**src/rtl/knn_pkg.sv**
```systemverilog
// Shared types and defaults for the kNN training loader.
// Point format, FSM states and parameter defaults.
package knn_pkg;

  localparam int CoordW     = 16;
  localparam int NPointsDef = 17;
  localparam int ClassesDef = 2;
  localparam int LatencyDef = 2;

  typedef struct packed {
    logic [CoordW-1:0] x;
    logic [CoordW-1:0] y;
  } point_t;

  typedef enum logic [1:0] {
    IDLE,
    LOAD,
    READY,
    ERROR
  } state_t;

endpackage

```
**src/rtl/knn_valid_pipe.sv**
```systemverilog
// Single-bit delay line for result strobes.
// Async clear on reset, sync flush when the table changes.
module knn_valid_pipe #(
  parameter int Depth = 3
) (
  input  logic clk_i,
  input  logic rst_i,
  input  logic flush_i,
  input  logic in_i,
  output logic out_o
);

  logic [Depth-1:0] sr;

  // shift the accept strobe toward the output
  always_ff @(posedge clk_i or posedge rst_i) begin
    if (rst_i) begin
      sr <= '0;
    end else if (flush_i) begin
      sr <= '0;
    end else begin
      sr <= (sr << 1) | Depth'(in_i);
    end
  end

  assign out_o = sr[Depth-1];

endmodule

```
**src/rtl/knn_train_loader.sv**
```systemverilog
// Serial loader for the kNN training table.
// Fills a flop bank, then forwards queries with a matched strobe.
module knn_train_loader
  import knn_pkg::*;
#(
  parameter int NPoints = NPointsDef,
  parameter int Classes = ClassesDef,
  parameter int Latency = LatencyDef,
  localparam int IW = $clog2(NPoints),
  localparam int CW = $clog2(Classes)
) (
  input  logic                           clk_i,
  input  logic                           rst_i,
  input  logic                           load_start_i,
  input  logic                           wr_valid_i,
  output logic                           wr_ready_o,
  input  logic [31:0]                    wr_point_i,
  input  logic [CW-1:0]                  wr_class_i,
  input  logic                           wr_last_i,
  input  logic                           q_valid_i,
  output logic                           q_ready_o,
  input  logic [31:0]                    q_point_i,
  output logic [NPoints-1:0][31:0]       points_o,
  output logic [NPoints-1:0][CW-1:0]     classes_o,
  output logic [31:0]                    din_o,
  output logic                           res_valid_o,
  output logic                           table_ready_o,
  output logic                           err_o
);

  state_t         state_q;
  state_t         state_d;
  logic [IW-1:0]  wr_cnt;
  logic           cnt_last;
  logic           wr_acc;
  logic           q_acc;
  point_t         wr_pt;
  point_t         q_pt;

  assign wr_pt    = point_t'(wr_point_i);
  assign q_pt     = point_t'(q_point_i);
  assign cnt_last = (wr_cnt == IW'(NPoints - 1));

  // a restart in the same cycle discards any handshake
  assign wr_acc = wr_valid_i & wr_ready_o & ~load_start_i;
  assign q_acc  = q_valid_i & q_ready_o & ~load_start_i;

  // state register
  always_ff @(posedge clk_i or posedge rst_i) begin
    if (rst_i) begin
      state_q <= IDLE;
    end else begin
      state_q <= state_d;
    end
  end

  // next-state: restart wins, last flag must match the final slot
  always_comb begin
    state_d = state_q;
    if (load_start_i) begin
      state_d = LOAD;
    end else if (state_q == LOAD && wr_acc) begin
      if (wr_last_i != cnt_last) begin
        state_d = ERROR;
      end else if (cnt_last) begin
        state_d = READY;
      end
    end
  end

  // state-decoded handshakes and flags
  always_comb begin
    wr_ready_o    = 1'b0;
    q_ready_o     = 1'b0;
    table_ready_o = 1'b0;
    err_o         = 1'b0;
    unique case (state_q)
      LOAD:    wr_ready_o = 1'b1;
      READY: begin
        q_ready_o     = 1'b1;
        table_ready_o = 1'b1;
      end
      ERROR:   err_o = 1'b1;
      default: ;
    endcase
  end

  // training table: cleared on restart, filled one slot per beat
  always_ff @(posedge clk_i or posedge rst_i) begin
    if (rst_i) begin
      points_o  <= '0;
      classes_o <= '0;
      wr_cnt    <= '0;
    end else if (load_start_i) begin
      points_o  <= '0;
      classes_o <= '0;
      wr_cnt    <= '0;
    end else if (wr_acc) begin
      points_o[wr_cnt]  <= wr_pt;
      classes_o[wr_cnt] <= wr_class_i;
      wr_cnt            <= wr_cnt + IW'(1);
    end
  end

  // query register held until the next accepted query
  always_ff @(posedge clk_i or posedge rst_i) begin
    if (rst_i) begin
      din_o <= '0;
    end else if (q_acc) begin
      din_o <= q_pt;
    end
  end

  knn_valid_pipe #(
    .Depth (Latency + 1)
  ) u_valid_pipe (
    .clk_i   (clk_i),
    .rst_i   (rst_i),
    .flush_i (load_start_i),
    .in_i    (q_acc),
    .out_o   (res_valid_o)
  );

endmodule
```
**config.mk**
```make
export PLATFORM = sky130hd
export DESIGN_NAME = knn_train_loader
export DESIGN_NICKNAME = d
export VERILOG_FILES = /design/src/rtl/knn_pkg.sv /design/src/rtl/knn_valid_pipe.sv /design/src/rtl/knn_train_loader.sv
export SDC_FILE = /design/constraint.sdc
export NUM_CORES = 1
export LEC_CHECK = 0
export BUFFER_PORTS_ARGS = -buffer_cell sky130_fd_sc_hd__buf_2
export CAP_MARGIN = 20
export CORE_AREA = 2 2 259 261
export DETAILED_ROUTE_END_ITERATION = 16
export DIE_AREA = 0 0 261 263
export HOLD_SLACK_MARGIN = 0.05
export PLACE_DENSITY = 0.72
export SLEW_MARGIN = 20
export SYNTH_ARGS = -nofsm -noshare
export SYNTH_HDL_FRONTEND = slang
export SYNTH_HIERARCHICAL = 1
export SYNTH_SLANG_ARGS = --single-unit
```
**constraint.sdc**
```tcl
create_clock -name clk_i -period 18.9 [get_ports clk_i]
set_input_delay 0.945 -clock clk_i [delete_from_list [all_inputs] [get_ports clk_i]]
set_output_delay 0.945 -clock clk_i [all_outputs]
set_load 0.03 [all_outputs]
```
==> impl_metrics.py <==
metrics = {
    "clock_tree": {
        "cts_tree": "yes",
        "cts_resized": 0,
        "clk_latency_ns": 0.60,
        "cts_buffers": 67,
        "clkSinkCount": 603,
        "cts-hold-fix-buffers": 0,
        "cts_setup_buffers": 0,
        "cts_root_buf": "clkbuf_16",
        "cts-htree-levels": 3,
        "path_clk_slew_ns": 0.06,
        "clockBufferDepth": 3,
    },
    "synthesis": {
        "yosysSeqAreaShare_pct": 57.4,
        "syn_nets": 2126,
        "synth_area_leaders": "dfrtp_1, mux2i_1, nand2b_1, clkbuf_1, mux2_2",
        "synth_top_family_by_area": "multiplexers",
        "synth-seq-cells": 603,
        "ys_types": 40,
        "yosysWarnings": 6,
        "yosys.area_share.simple_pct": 15.6,
        "synth_xor_area_share_pct": 0.0666,
        "synth_compound_area_share_pct": 0.176,
        "syn_avg_cell_area_sq_um": 12.8,
        "synth_mux_area_share_pct": 22.7,
        "syn_inst": 2051,
        "synthAdderAreaFrac_pct": 0.190,
        "synth_top_area_share_pct": 57.4,
        "syn_area_sq_um": 26300,
        "synth_top_area_cell": "dfrtp_1",
    },
    "critical_path": {
        "crit_fanout": 194,
        "crit_slowest_cell": "nand2b_1",
        "crit_required_ns": 19.31,
        "arrival_ns": 3.45,
        "cp-end-kind": "flop",
        "cp_slowest_stage_delay_ns": 0.93,
        "critPathLaunchType": "input pin",
        "critPathKind": "input pin to flop",
        "path_cells": "buf_8, buf_6, nand2b_1, mux2i_1",
        "reg2reg_depth": 3,
    },
    "final_layout": {
        "drive_gt1_share_pct": 32.1,
        "fin_area_sq_um": 32200,
        "fill_cells": 5853,
        "register_area_sq_um": 15100,
        "area_delta_synth_final_pct": 22.5,
        "multi_input_comb_area_sq_um": 10200,
        "final_nets": 2700,
    },
    "sta": {
        "fin_crit_ns": 3.05,
        "hold_violations": 0,
        "fmax_mhz": 328,
        "finalCritPeriodShare_pct": 16.1,
        "fin_skew_ns": 0.0293,
        "relSlewSlack_pct": 23.8,
        "finalMaxSlewViolations": 0,
        "setup_viol": 0,
        "rsz0062_at_grt": "false",
        "fin_tns_setup_ns": 0,
        "tightest_slew_ns": 1.14,
    },
    "min_path": {
        "min_path_type": "input pin to asynchronous set/reset pin",
    },
    "floorplanning": {
        "die_h_microns": 263,
        "num_rows": 94,
        "pin_count": 669,
        "start_util_pct": 40.1,
        "die_area_sq_um": 68600,
        "die_w_microns": 261,
        "core_sq_um": 65600,
    },
    "power": {
        "p_leak_uw": 0.0195,
        "ir_drop_mv": 0.0590,
        "power_density_nw_per_um2": 86.3,
    },
    "placed_design": {
        "gp_congestion": 0.818,
        "dp_hpwl_microns": 54200,
        "postPlaceCellArea_sq_um": 30000,
        "port_buffers": 668,
    },
    "drt": {
        "drc": 0,
        "wirelength_microns": 81900,
        "dr.pass1.iters": 5,
        "num_vias": 18000,
        "drt-initial-drc-count": 1011,
        "drtAntennaViolNets": 0,
        "wl_per_cell_microns": 23.2,
        "avgViaCountPerCell": 5.08,
    },
    "global_routing": {
        "grt_antenna_before_repair": 2,
        "grt_overflow": 0,
        "grt_pass1_vias": 19300,
        "grt_util_all_layers_pct": 23.5,
        "grt_pass1_wl_microns": 122000,
        "grt_max_degree": 195,
    },
    "job": {
        "cap_violations": 0,
    },
    "outcome": {
        "outcome": "finished, final reports clean",
    },
}
==> where the power goes <==
group          internal, uW  switching (uW)  leakage, uW
registers              1310            8.94      0.00839
logic                  57.8             135       0.0101
clock network           739             534      0.00104
total                  2100             677       0.0195
==> sequential cells by signal, summed over array words and instances, names as in the netlist <==
register	cells
u_valid_pipe/sr	3
state_q	2
din_o	32
wr_cnt	5
points_o	544
classes_o	17
==> metrics by stage <==
| stage | setup slack (ns) | total power, uW | utilization [%] | instances | hold WS, ns |
|---|---|---|---|---|---|
| floorplan | 1.16 | 1460 | - | 2051 | 0.439 |
| global placement | 14.95 | 1530 | 45.8 | 3419 | 0.449 |
| detailed placement | 14.80 | 1530 | 45.8 | 3419 | 0.448 |
| CTS | 15.45 | 2810 | 49.0 | 3532 | 0.237 |
| global route | 15.68 | 2870 | 49.1 | 3535 | 0.258 |
| finish | 15.85 | 2780 | 49.1 | 3536 | 0.269 |
==> cells in the mapped netlist <==
master	count
a21o_1	1
a21oi_1	4
a31o_2	1
and2_1	2
and3_1	2
and3b_1	5
and4b_1	1
and4bb_2	3
buf_1	10
buf_2	31
buf_4	11
buf_6	17
buf_8	3
clkbuf_1	123
clkbuf_2	1
clkinv_1	1
dfrtp_1	603
ha_1	4
inv_1	5
mux2_1	1
mux2_2	31
mux2i_1	561
nand2_1	6
nand2_2	3
nand2b_1	594
nand3_1	2
nand3_2	2
nand3_4	1
nand3b_1	1
nand4_2	2
nand4_4	4
nand4b_1	1
nor2_1	2
nor2_2	1
nor2b_1	5
nor4b_2	1
o21ai_0	2
or3_1	1
xnor2_1	1
xor2_1	1
==> layout make-up <==
type | count | share of cell area, %
antenna | 3 | 0.0233
clock buffer | 95 | 5.98
clock inverter | 18 | 0.594
inverter | 6 | 0.0932
multi-input combinational | 1246 | 31.8
sequential | 603 | 46.9
tap | 864 | 3.36
timing repair buffer | 701 | 11.3
==> critical path: cells and delay by family <==
family | cells | cell delay, ns
AND/OR/NAND/NOR | 1 | 0.93
buffers and inverters | 2 | 1.28
multiplexers | 1 | 0.19
==> routing by layer <==
| layer | track usage, % | up-vias | part of all wire, % |
|---|---|---|---|
| met5 | 0 | - | 0 |
| li1 | - | 7891 | - |
| met4 | 13.2 | 0 | 5.6 |
| met1 | 27.6 | 9206 | 39 |
| met2 | 39.7 | 656 | 49 |
| met3 | 5.23 | 204 | 6.2 |
==> layout by cell type, fill, tap and decap left out, drive strengths merged, types with 2 or more instances in the layout <==
master,count
nor2,3
ha,4
nand2,9
and4bb,3
and3b,5
mux2,32
diode,3
clkinv,14
inv,7
clkbuf,95
buf,701
a21oi,4
o21ai,2
mux2i,561
and3,2
and2,2
nand3,5
dfrtp,603
nand2b,594
bufinv,2
nor2b,5
nand4,6
==> kinds of logic after synthesis <==
family | count (synthesis)
AND/OR/NAND/NOR | 639
adder cells (fa/ha/maj) | 4
buffers and inverters | 202
multiplexers | 593
flip-flops | 603
XOR/XNOR | 2
AO/OA/AOI/OAI | 8
==> final timing paths <==
check	start	to	slack (ns)
max	load_start_i	points_o[1]$_DFFE_PP0P_	15.85
min	rst_i	u_valid_pipe/sr[0]$_DFF_PP0_	0.27
min in group clk_i	u_valid_pipe/sr[1]$_DFF_PP0_	u_valid_pipe/sr[2]$_DFF_PP0_	0.46
min reg2reg	u_valid_pipe/sr[1]$_DFF_PP0_	u_valid_pipe/sr[2]$_DFF_PP0_	0.46
max in group asynchronous	rst_i	points_o[23]$_DFFE_PP0P_	16.27
max reg2reg	state_q[0]$_DFFE_PP0P_	points_o[407]$_DFFE_PP0P_	16.16
(Power assumes the default switching activity.)
